### config.mk
export PLATFORM = sky130hd
export DESIGN_NAME = vga_scan_timing_flat
export DESIGN_NICKNAME = d
export VERILOG_FILES = /design/src/rtl/vga_scan_timing_if.sv /design/src/rtl/vga_scan_timing.sv /design/src/flat_wrapper.sv
export SDC_FILE = /design/constraint.sdc
export NUM_CORES = 1
export LEC_CHECK = 0
export CAP_MARGIN = 15
export CORE_MARGIN = 2
export CORE_UTILIZATION = 40
export DETAILED_ROUTE_END_ITERATION = 8
export PLACE_DENSITY = 0.74
export SLEW_MARGIN = 0
export SYNTH_ARGS = -nofsm -noshare
export SYNTH_HDL_FRONTEND = slang
export SYNTH_SLANG_ARGS = --single-unit
### constraint.sdc
create_clock -name clk -period 1.6 [get_ports clk]
set_input_delay 0.16 -clock clk [delete_from_list [all_inputs] [get_ports clk]]
set_output_delay 0.16 -clock clk [all_outputs]
set_load 0.05 [all_outputs]
### src/rtl/vga_scan_timing_if.sv
// ---------------------------------------------------------------------------
// vga_scan_timing_if
//
// Bundle between the raster timing generator and the pixel colour logic /
// VGA pin driver.
//
//   pix_ce      pixel clock enable (into the generator)
//   rgb_in      12-bit {r,g,b} colour for the current draw_x/draw_y
//   draw_x      horizontal counter, 0..H_TOT-1
//   draw_y      vertical counter,   0..V_TOT-1
//   active      current counter position lies in the visible area
//   vga_r/g/b   registered pin colour, 4 bits each
//   vga_hs/vs   registered sync pins
//   frame_tick  one pix_ce-qualified cycle per frame, at start of vblank
//   frame_cnt   frames completed, wraps at 16 bits
//
// master: the timing generator.  slave: the colour logic / board side.
// ---------------------------------------------------------------------------
interface vga_scan_timing_if;
    logic        pix_ce;
    logic [11:0] rgb_in;
    logic [10:0] draw_x;
    logic [9:0]  draw_y;
    logic        active;
    logic [3:0]  vga_r;
    logic [3:0]  vga_g;
    logic [3:0]  vga_b;
    logic        vga_hs;
    logic        vga_vs;
    logic        frame_tick;
    logic [15:0] frame_cnt;

    modport master (
        input  pix_ce,
        input  rgb_in,
        output draw_x,
        output draw_y,
        output active,
        output vga_r,
        output vga_g,
        output vga_b,
        output vga_hs,
        output vga_vs,
        output frame_tick,
        output frame_cnt
    );

    modport slave (
        output pix_ce,
        output rgb_in,
        input  draw_x,
        input  draw_y,
        input  active,
        input  vga_r,
        input  vga_g,
        input  vga_b,
        input  vga_hs,
        input  vga_vs,
        input  frame_tick,
        input  frame_cnt
    );
endinterface

### src/rtl/vga_scan_timing.sv
// ---------------------------------------------------------------------------
// vga_scan_timing
//
// Raster timing generator and pixel output stage.  Two stages:
//   p0 : draw_x/draw_y counters (exposed directly) and the combinational
//        'active' flag; the colour logic answers with rgb_in for this spot.
//   p1 : pin registers - blanked colour, hsync, vsync, frame tick/counter.
// Colour and both syncs go through the same single p1 register, so the
// pins stay aligned and lag the counters by exactly one pix_ce cycle.
//
// Ports:
//   clk    pixel / system clock, rising edge
//   rst_n  asynchronous active-low reset
//   bus    vga_scan_timing_if.master (see interface file for signal list)
// ---------------------------------------------------------------------------
module vga_scan_timing #(
    parameter int unsigned H_VIS  = 1280,
    parameter int unsigned H_FP   = 72,
    parameter int unsigned H_SYNC = 128,
    parameter int unsigned H_BP   = 200,
    parameter int unsigned V_VIS  = 800,
    parameter int unsigned V_FP   = 3,
    parameter int unsigned V_SYNC = 6,
    parameter int unsigned V_BP   = 22,
    parameter bit          HS_POL = 1'b0,
    parameter bit          VS_POL = 1'b1
) (
    input  logic             clk,
    input  logic             rst_n,
    vga_scan_timing_if.master bus
);

    localparam int unsigned H_TOT = H_VIS + H_FP + H_SYNC + H_BP;
    localparam int unsigned V_TOT = V_VIS + V_FP + V_SYNC + V_BP;

    // Boundaries pre-sized to the counter widths so every compare is
    // unsigned and width-matched.
    localparam logic [10:0] X_LAST     = 11'(H_TOT - 1);
    localparam logic [10:0] X_VIS      = 11'(H_VIS);
    localparam logic [10:0] X_HS_START = 11'(H_VIS + H_FP);
    localparam logic [10:0] X_HS_END   = 11'(H_VIS + H_FP + H_SYNC);
    localparam logic [9:0]  Y_LAST     = 10'(V_TOT - 1);
    localparam logic [9:0]  Y_VIS      = 10'(V_VIS);
    localparam logic [9:0]  Y_VS_START = 10'(V_VIS + V_FP);
    localparam logic [9:0]  Y_VS_END   = 10'(V_VIS + V_FP + V_SYNC);

    // Sync level for a given counter position.
    function automatic logic hsync_level(input logic [10:0] x);
        return ((x >= X_HS_START) && (x < X_HS_END)) ? HS_POL : ~HS_POL;
    endfunction

    function automatic logic vsync_level(input logic [9:0] y);
        return ((y >= Y_VS_START) && (y < Y_VS_END)) ? VS_POL : ~VS_POL;
    endfunction

    // Colour forced to black outside the visible area.
    function automatic logic [11:0] blank_rgb(input logic vis, input logic [11:0] rgb);
        return vis ? rgb : 12'h000;
    endfunction

    // ---- stage p0: raster counters ----------------------------------------
    logic [10:0] x_p0;
    logic [9:0]  y_p0;
    logic        vld_p0;
    logic        line_end_p0;
    logic        frame_end_p0;
    logic        vblank_start_p0;

    always_comb begin
        line_end_p0     = (x_p0 == X_LAST);
        frame_end_p0    = (y_p0 == Y_LAST);
        vld_p0          = (x_p0 < X_VIS) && (y_p0 < Y_VIS);
        vblank_start_p0 = (x_p0 == 11'd0) && (y_p0 == Y_VIS);
    end

    always_ff @(posedge clk or negedge rst_n) begin
        if (!rst_n) begin
            x_p0 <= 11'd0;
            y_p0 <= 10'd0;
        end else if (bus.pix_ce) begin
            if (line_end_p0) begin
                x_p0 <= 11'd0;
                // Bottom-right corner: both counters wrap on the same edge.
                y_p0 <= frame_end_p0 ? 10'd0 : y_p0 + 10'd1;
            end else begin
                x_p0 <= x_p0 + 11'd1;
            end
        end
    end

    // ---- stage p1: pin registers ------------------------------------------
    logic [11:0] rgb_p1;
    logic        hs_p1;
    logic        vs_p1;
    logic        tick_p1;
    logic [15:0] frame_cnt_p1;

    always_ff @(posedge clk or negedge rst_n) begin
        if (!rst_n) begin
            rgb_p1       <= 12'h000;
            hs_p1        <= ~HS_POL;
            vs_p1        <= ~VS_POL;
            tick_p1      <= 1'b0;
            frame_cnt_p1 <= 16'd0;
        end else if (bus.pix_ce) begin
            rgb_p1  <= blank_rgb(vld_p0, bus.rgb_in);
            hs_p1   <= hsync_level(x_p0);
            vs_p1   <= vsync_level(y_p0);
            // The counters leave (0, V_VIS) on this same edge, so the tick
            // can only fire once per frame even when pix_ce has gaps.
            tick_p1 <= vblank_start_p0;
            if (vblank_start_p0) begin
                frame_cnt_p1 <= frame_cnt_p1 + 16'd1;
            end
        end else begin
            // Strobe is one clock wide regardless of pix_ce duty.
            tick_p1 <= 1'b0;
        end
    end

    assign bus.draw_x     = x_p0;
    assign bus.draw_y     = y_p0;
    assign bus.active     = vld_p0;
    assign bus.vga_r      = rgb_p1[11:8];
    assign bus.vga_g      = rgb_p1[7:4];
    assign bus.vga_b      = rgb_p1[3:0];
    assign bus.vga_hs     = hs_p1;
    assign bus.vga_vs     = vs_p1;
    assign bus.frame_tick = tick_p1;
    assign bus.frame_cnt  = frame_cnt_p1;

endmodule
### src/flat_wrapper.sv
// flat-port wrapper written by rule: the top's interface ports become plain ports
module vga_scan_timing_flat 
#(
    parameter int unsigned H_VIS  = 1280,
    parameter int unsigned H_FP   = 72,
    parameter int unsigned H_SYNC = 128,
    parameter int unsigned H_BP   = 200,
    parameter int unsigned V_VIS  = 800,
    parameter int unsigned V_FP   = 3,
    parameter int unsigned V_SYNC = 6,
    parameter int unsigned V_BP   = 22,
    parameter bit          HS_POL = 1'b0,
    parameter bit          VS_POL = 1'b1
)
  (clk, rst_n, bus_pix_ce, bus_rgb_in, bus_draw_x, bus_draw_y, bus_active, bus_vga_r, bus_vga_g, bus_vga_b, bus_vga_hs, bus_vga_vs, bus_frame_tick, bus_frame_cnt);
  vga_scan_timing_if bus_i ();
  input  logic clk;
  input  logic rst_n;
  input wire logic [$bits(bus_i.pix_ce)-1:0] bus_pix_ce;
  input wire logic [$bits(bus_i.rgb_in)-1:0] bus_rgb_in;
  output wire logic [$bits(bus_i.draw_x)-1:0] bus_draw_x;
  output wire logic [$bits(bus_i.draw_y)-1:0] bus_draw_y;
  output wire logic [$bits(bus_i.active)-1:0] bus_active;
  output wire logic [$bits(bus_i.vga_r)-1:0] bus_vga_r;
  output wire logic [$bits(bus_i.vga_g)-1:0] bus_vga_g;
  output wire logic [$bits(bus_i.vga_b)-1:0] bus_vga_b;
  output wire logic [$bits(bus_i.vga_hs)-1:0] bus_vga_hs;
  output wire logic [$bits(bus_i.vga_vs)-1:0] bus_vga_vs;
  output wire logic [$bits(bus_i.frame_tick)-1:0] bus_frame_tick;
  output wire logic [$bits(bus_i.frame_cnt)-1:0] bus_frame_cnt;
  assign bus_i.pix_ce = bus_pix_ce;
  assign bus_i.rgb_in = bus_rgb_in;
  assign bus_draw_x = bus_i.draw_x;
  assign bus_draw_y = bus_i.draw_y;
  assign bus_active = bus_i.active;
  assign bus_vga_r = bus_i.vga_r;
  assign bus_vga_g = bus_i.vga_g;
  assign bus_vga_b = bus_i.vga_b;
  assign bus_vga_hs = bus_i.vga_hs;
  assign bus_vga_vs = bus_i.vga_vs;
  assign bus_frame_tick = bus_i.frame_tick;
  assign bus_frame_cnt = bus_i.frame_cnt;
  vga_scan_timing #(.H_VIS(H_VIS), .H_FP(H_FP), .H_SYNC(H_SYNC), .H_BP(H_BP), .V_VIS(V_VIS), .V_FP(V_FP), .V_SYNC(V_SYNC), .V_BP(V_BP), .HS_POL(HS_POL), .VS_POL(VS_POL)) u_core (.clk(clk), .rst_n(rst_n), .bus(bus_i));
endmodule
==> flow_metrics.tcl <==
set metrics [dict create \
    syn-cell-area_um2 2740 \
    grt_setup_unrepaired "true" \
    r2r-start "u_core.bus.draw_y[4]$_DFFE_PN0P_" \
    first_iter_violations 123 \
    status "complete, but fails checks" \
    grt_pass1_wl_mm 11.1 \
    insertion_delay_ns 0.30 \
    htreeDepth 2 \
    whs_ns 0.297 \
    synthTopCellsByCount "dfrtp_1 (51), nand2_1 (32), inv_1 (26)" \
    fin_skew_ns 0.00830 \
    clock_path_buffers 2 \
    violations "negative setup slack" \
    synth_fp_nets 299 \
    num-nets-final 414 \
    row_count 30 \
    p_leak_nw 2.17 \
    viasPerCell 5.28 \
    grt_max_degree 40 \
    path_class "flip-flop to flip-flop" \
    antenna_left 0 \
    cts_inserted_buffers 5 \
    report.final.slew_viol_count 0 \
    vias 2499 \
    crit_path_end_kind "flip-flop" \
    syn2layout_area_growth_pct 54.2 \
    critPathRequiredTime_ns 1.83 \
    placed_cells 462 \
    dr.pass1.iters 4 \
    setup_violations 18 \
    postLayoutCoreUtil_pct 62.9 \
    cts-root-buf "clkbuf_8" \
    yosysWarnings 0 \
    ios 68 \
    drt-total-wl_mm 7.00 \
    relSlewSlack_pct 63.0 \
    worst_pin_slew_ns 0.554 \
    grt-ovfl-total 0 \
    r2r_end "u_core.bus.frame_cnt[15]$_DFFE_PN0P_" \
    synth_seq_cells 52 \
    ys_seq_area_share_pct 47.5 \
    cts_tree "done" \
    clkSinkCount 52 \
    synth_most_common_cell "dfrtp_1" \
    cp-startpoint "u_core.bus.draw_y[4]$_DFFE_PN0P_" \
    ys.flop_type "dfrtp_1" \
    period_needed_ns 1.71 \
    port_buffers 67 \
    yosys-top-cells-area "dfrtp_1 (47%), xor2_1 (5.8%), nand2_1 (4.4%), nor4_2 (4.1%), inv_1 (3.6%)" \
    start_kind "flip-flop" \
    rrSetupSlack_ns -0.11 \
    die_x_um 86.8 \
    cap_violations 0 \
    drc_errors 0 \
    die_y_um 86.8 \
    antenna_found_initial 0 \
    wl_per_cell_um 14.8 \
    pre_cts_slack_ns -0.286 \
    place.gp.congestion 0.850 \
    worstPathMaxFanout 5 \
    synth.top_cell.area_share_pct 46.6 \
    clkTransAtPathRegs_ns 0.10 \
    grt_pass1_vias 2305 \
    power_per_cell_area_nw_per_um2 862 \
    core-area_um2 6720 \
    async_flop_share_pct 100 \
    die_area_um2 7530 \
    arrival_ns 1.94 \
    hold_viol 0 \
    synth_cells 277 \
    groute.usage.overall_pct 18.6 \
    clock.fmax_mhz 586 \
    cp-endpoint "u_core.bus.frame_cnt[15]$_DFFE_PN0P_" \
    period_share_pct 107 \
    start_util_pct 40.8 \
    drive_gt1_share_pct 46.1 \
    setup_ws_ns -0.107 \
    vdd_ir_drop_max_uv 832 \
    synth-edff-count 0 \
    dp_hpwl_mm 4.92 \
    num_antenna_cells 0 \
    finalPower_mw 3.64 \
    post-synth-top-area-cell "dfrtp_1" \
    stdcell_count 473 \
    syn_avg_cell_area_um2 9.90 \
    ys_types 41 \
    r2r_cells 5 \
    hold_class "input port to asynchronous set/reset pin" \
]
cell usage in the layout (no fill, tap or decap), drive strengths merged, types with 7 or more instances in the layout:
cell	synthesis	routed
and3	7	7
buf	6	108
clkbuf	8	7
clkdlybuf4s50	0	13
dfrtp	51	51
ha	7	7
inv	26	26
nand2	32	32
nand3	16	16
nand4	9	9
nor2	10	10
nor3	7	7
nor4	17	17
o21ai	13	13
o22ai	13	13
xnor2	7	7
xor2	18	18
registers in the layout, summed over array words and instances, names as in the netlist:
name	cells
u_core.bus.frame_tick	1
u_core.bus.draw_x	11
u_core.rgb_p1	12
u_core.bus.draw_y	10
u_core.bus.frame_cnt	16
u_core.bus.vga_hs	1
u_core.bus.vga_vs	1
stage by stage:
| step | area (um2) | setup TNS (ns) |
|---|---|---|
| after global placement | 3830 | -4.26 |
| after CTS | 4130 | -1.42 |
| after global routing | 4230 | -2.72 |
| final | 4230 | -1.18 |
| after detailed placement | 3830 | -5.14 |
| after floorplan | 2850 | -1.43 |
per-layer routing:
| metal | vias to the layer above | GRT usage, % | routed length [um] |
|---|---|---|---|
| li1 | 1203 | - | - |
| met1 | 1220 | 26.2 | 3220 |
| met2 | 68 | 29.4 | 3450 |
| met3 | 8 | 3.05 | 251 |
| met4 | 0 | 5.54 | 76 |
| met5 | - | 0 | 0 |
worst min-delay path by stage:
stage                     cells after the start  slack (ns)  start                               end
after global routing                          2        0.32  rst_n  u_core.bus.draw_y[8]$_DFFE_PN0P_
after floorplan                               0       -0.14  rst_n  u_core.bus.draw_x[0]$_DFFE_PN0P_
final                                         2        0.30  rst_n  u_core.bus.draw_y[9]$_DFFE_PN0P_
after global placement                        1        0.09  rst_n  u_core.bus.draw_y[8]$_DFFE_PN0P_
after detailed placement                      1        0.09  rst_n  u_core.bus.draw_y[8]$_DFFE_PN0P_
after CTS                                     2        0.30  rst_n  u_core.bus.draw_y[8]$_DFFE_PN0P_
logic make-up (layout without fill, tap and decap cells):
logic type	after synthesis	after routing	share of synthesized area (%)
simple gates	114	114	26.5
flops	52	52	47.5
buf+inv	40	156	6.16
compound gates	38	38	8.22
xor+xnor	25	25	7.99
fa+ha+maj	7	7	3.19
mux	1	1	0.411
final cells by class:
cell class,count,area (um2)
fill,548,2490
multi-input combinational,185,1530
sequential,52,1330
timing repair buffer,122,1040
tap,80,100
inverter,26,97.6
clock buffer,7,96.3
clock inverter,1,30.0
power by group:
part,internal [mW],switching [mW]
sequential,1.43,0.0973
combinational,0.415,0.713
clock,0.553,0.434
repair_timing:
item / 4_1_cts / 5_1_grt
pin swaps: 20 / 14
endpoints found under the hold margin: 13 / 0
endpoints found under the setup margin: 23 / 28
setup buffers: 0 / 2
gates cloned: 0 / 0
gates resized for setup: 28 / 23
hold buffers: 1 / 0
critical path: stages, from the launching register on:
cell and delay, ns:
dfrtp_2 0.44, nor4b_4 0.40, nand4_4 0.20, nor4_1 0.31
buf_4 0.16, xor2_1 0.13
Note: power is estimated with default switching activity, not from simulation.
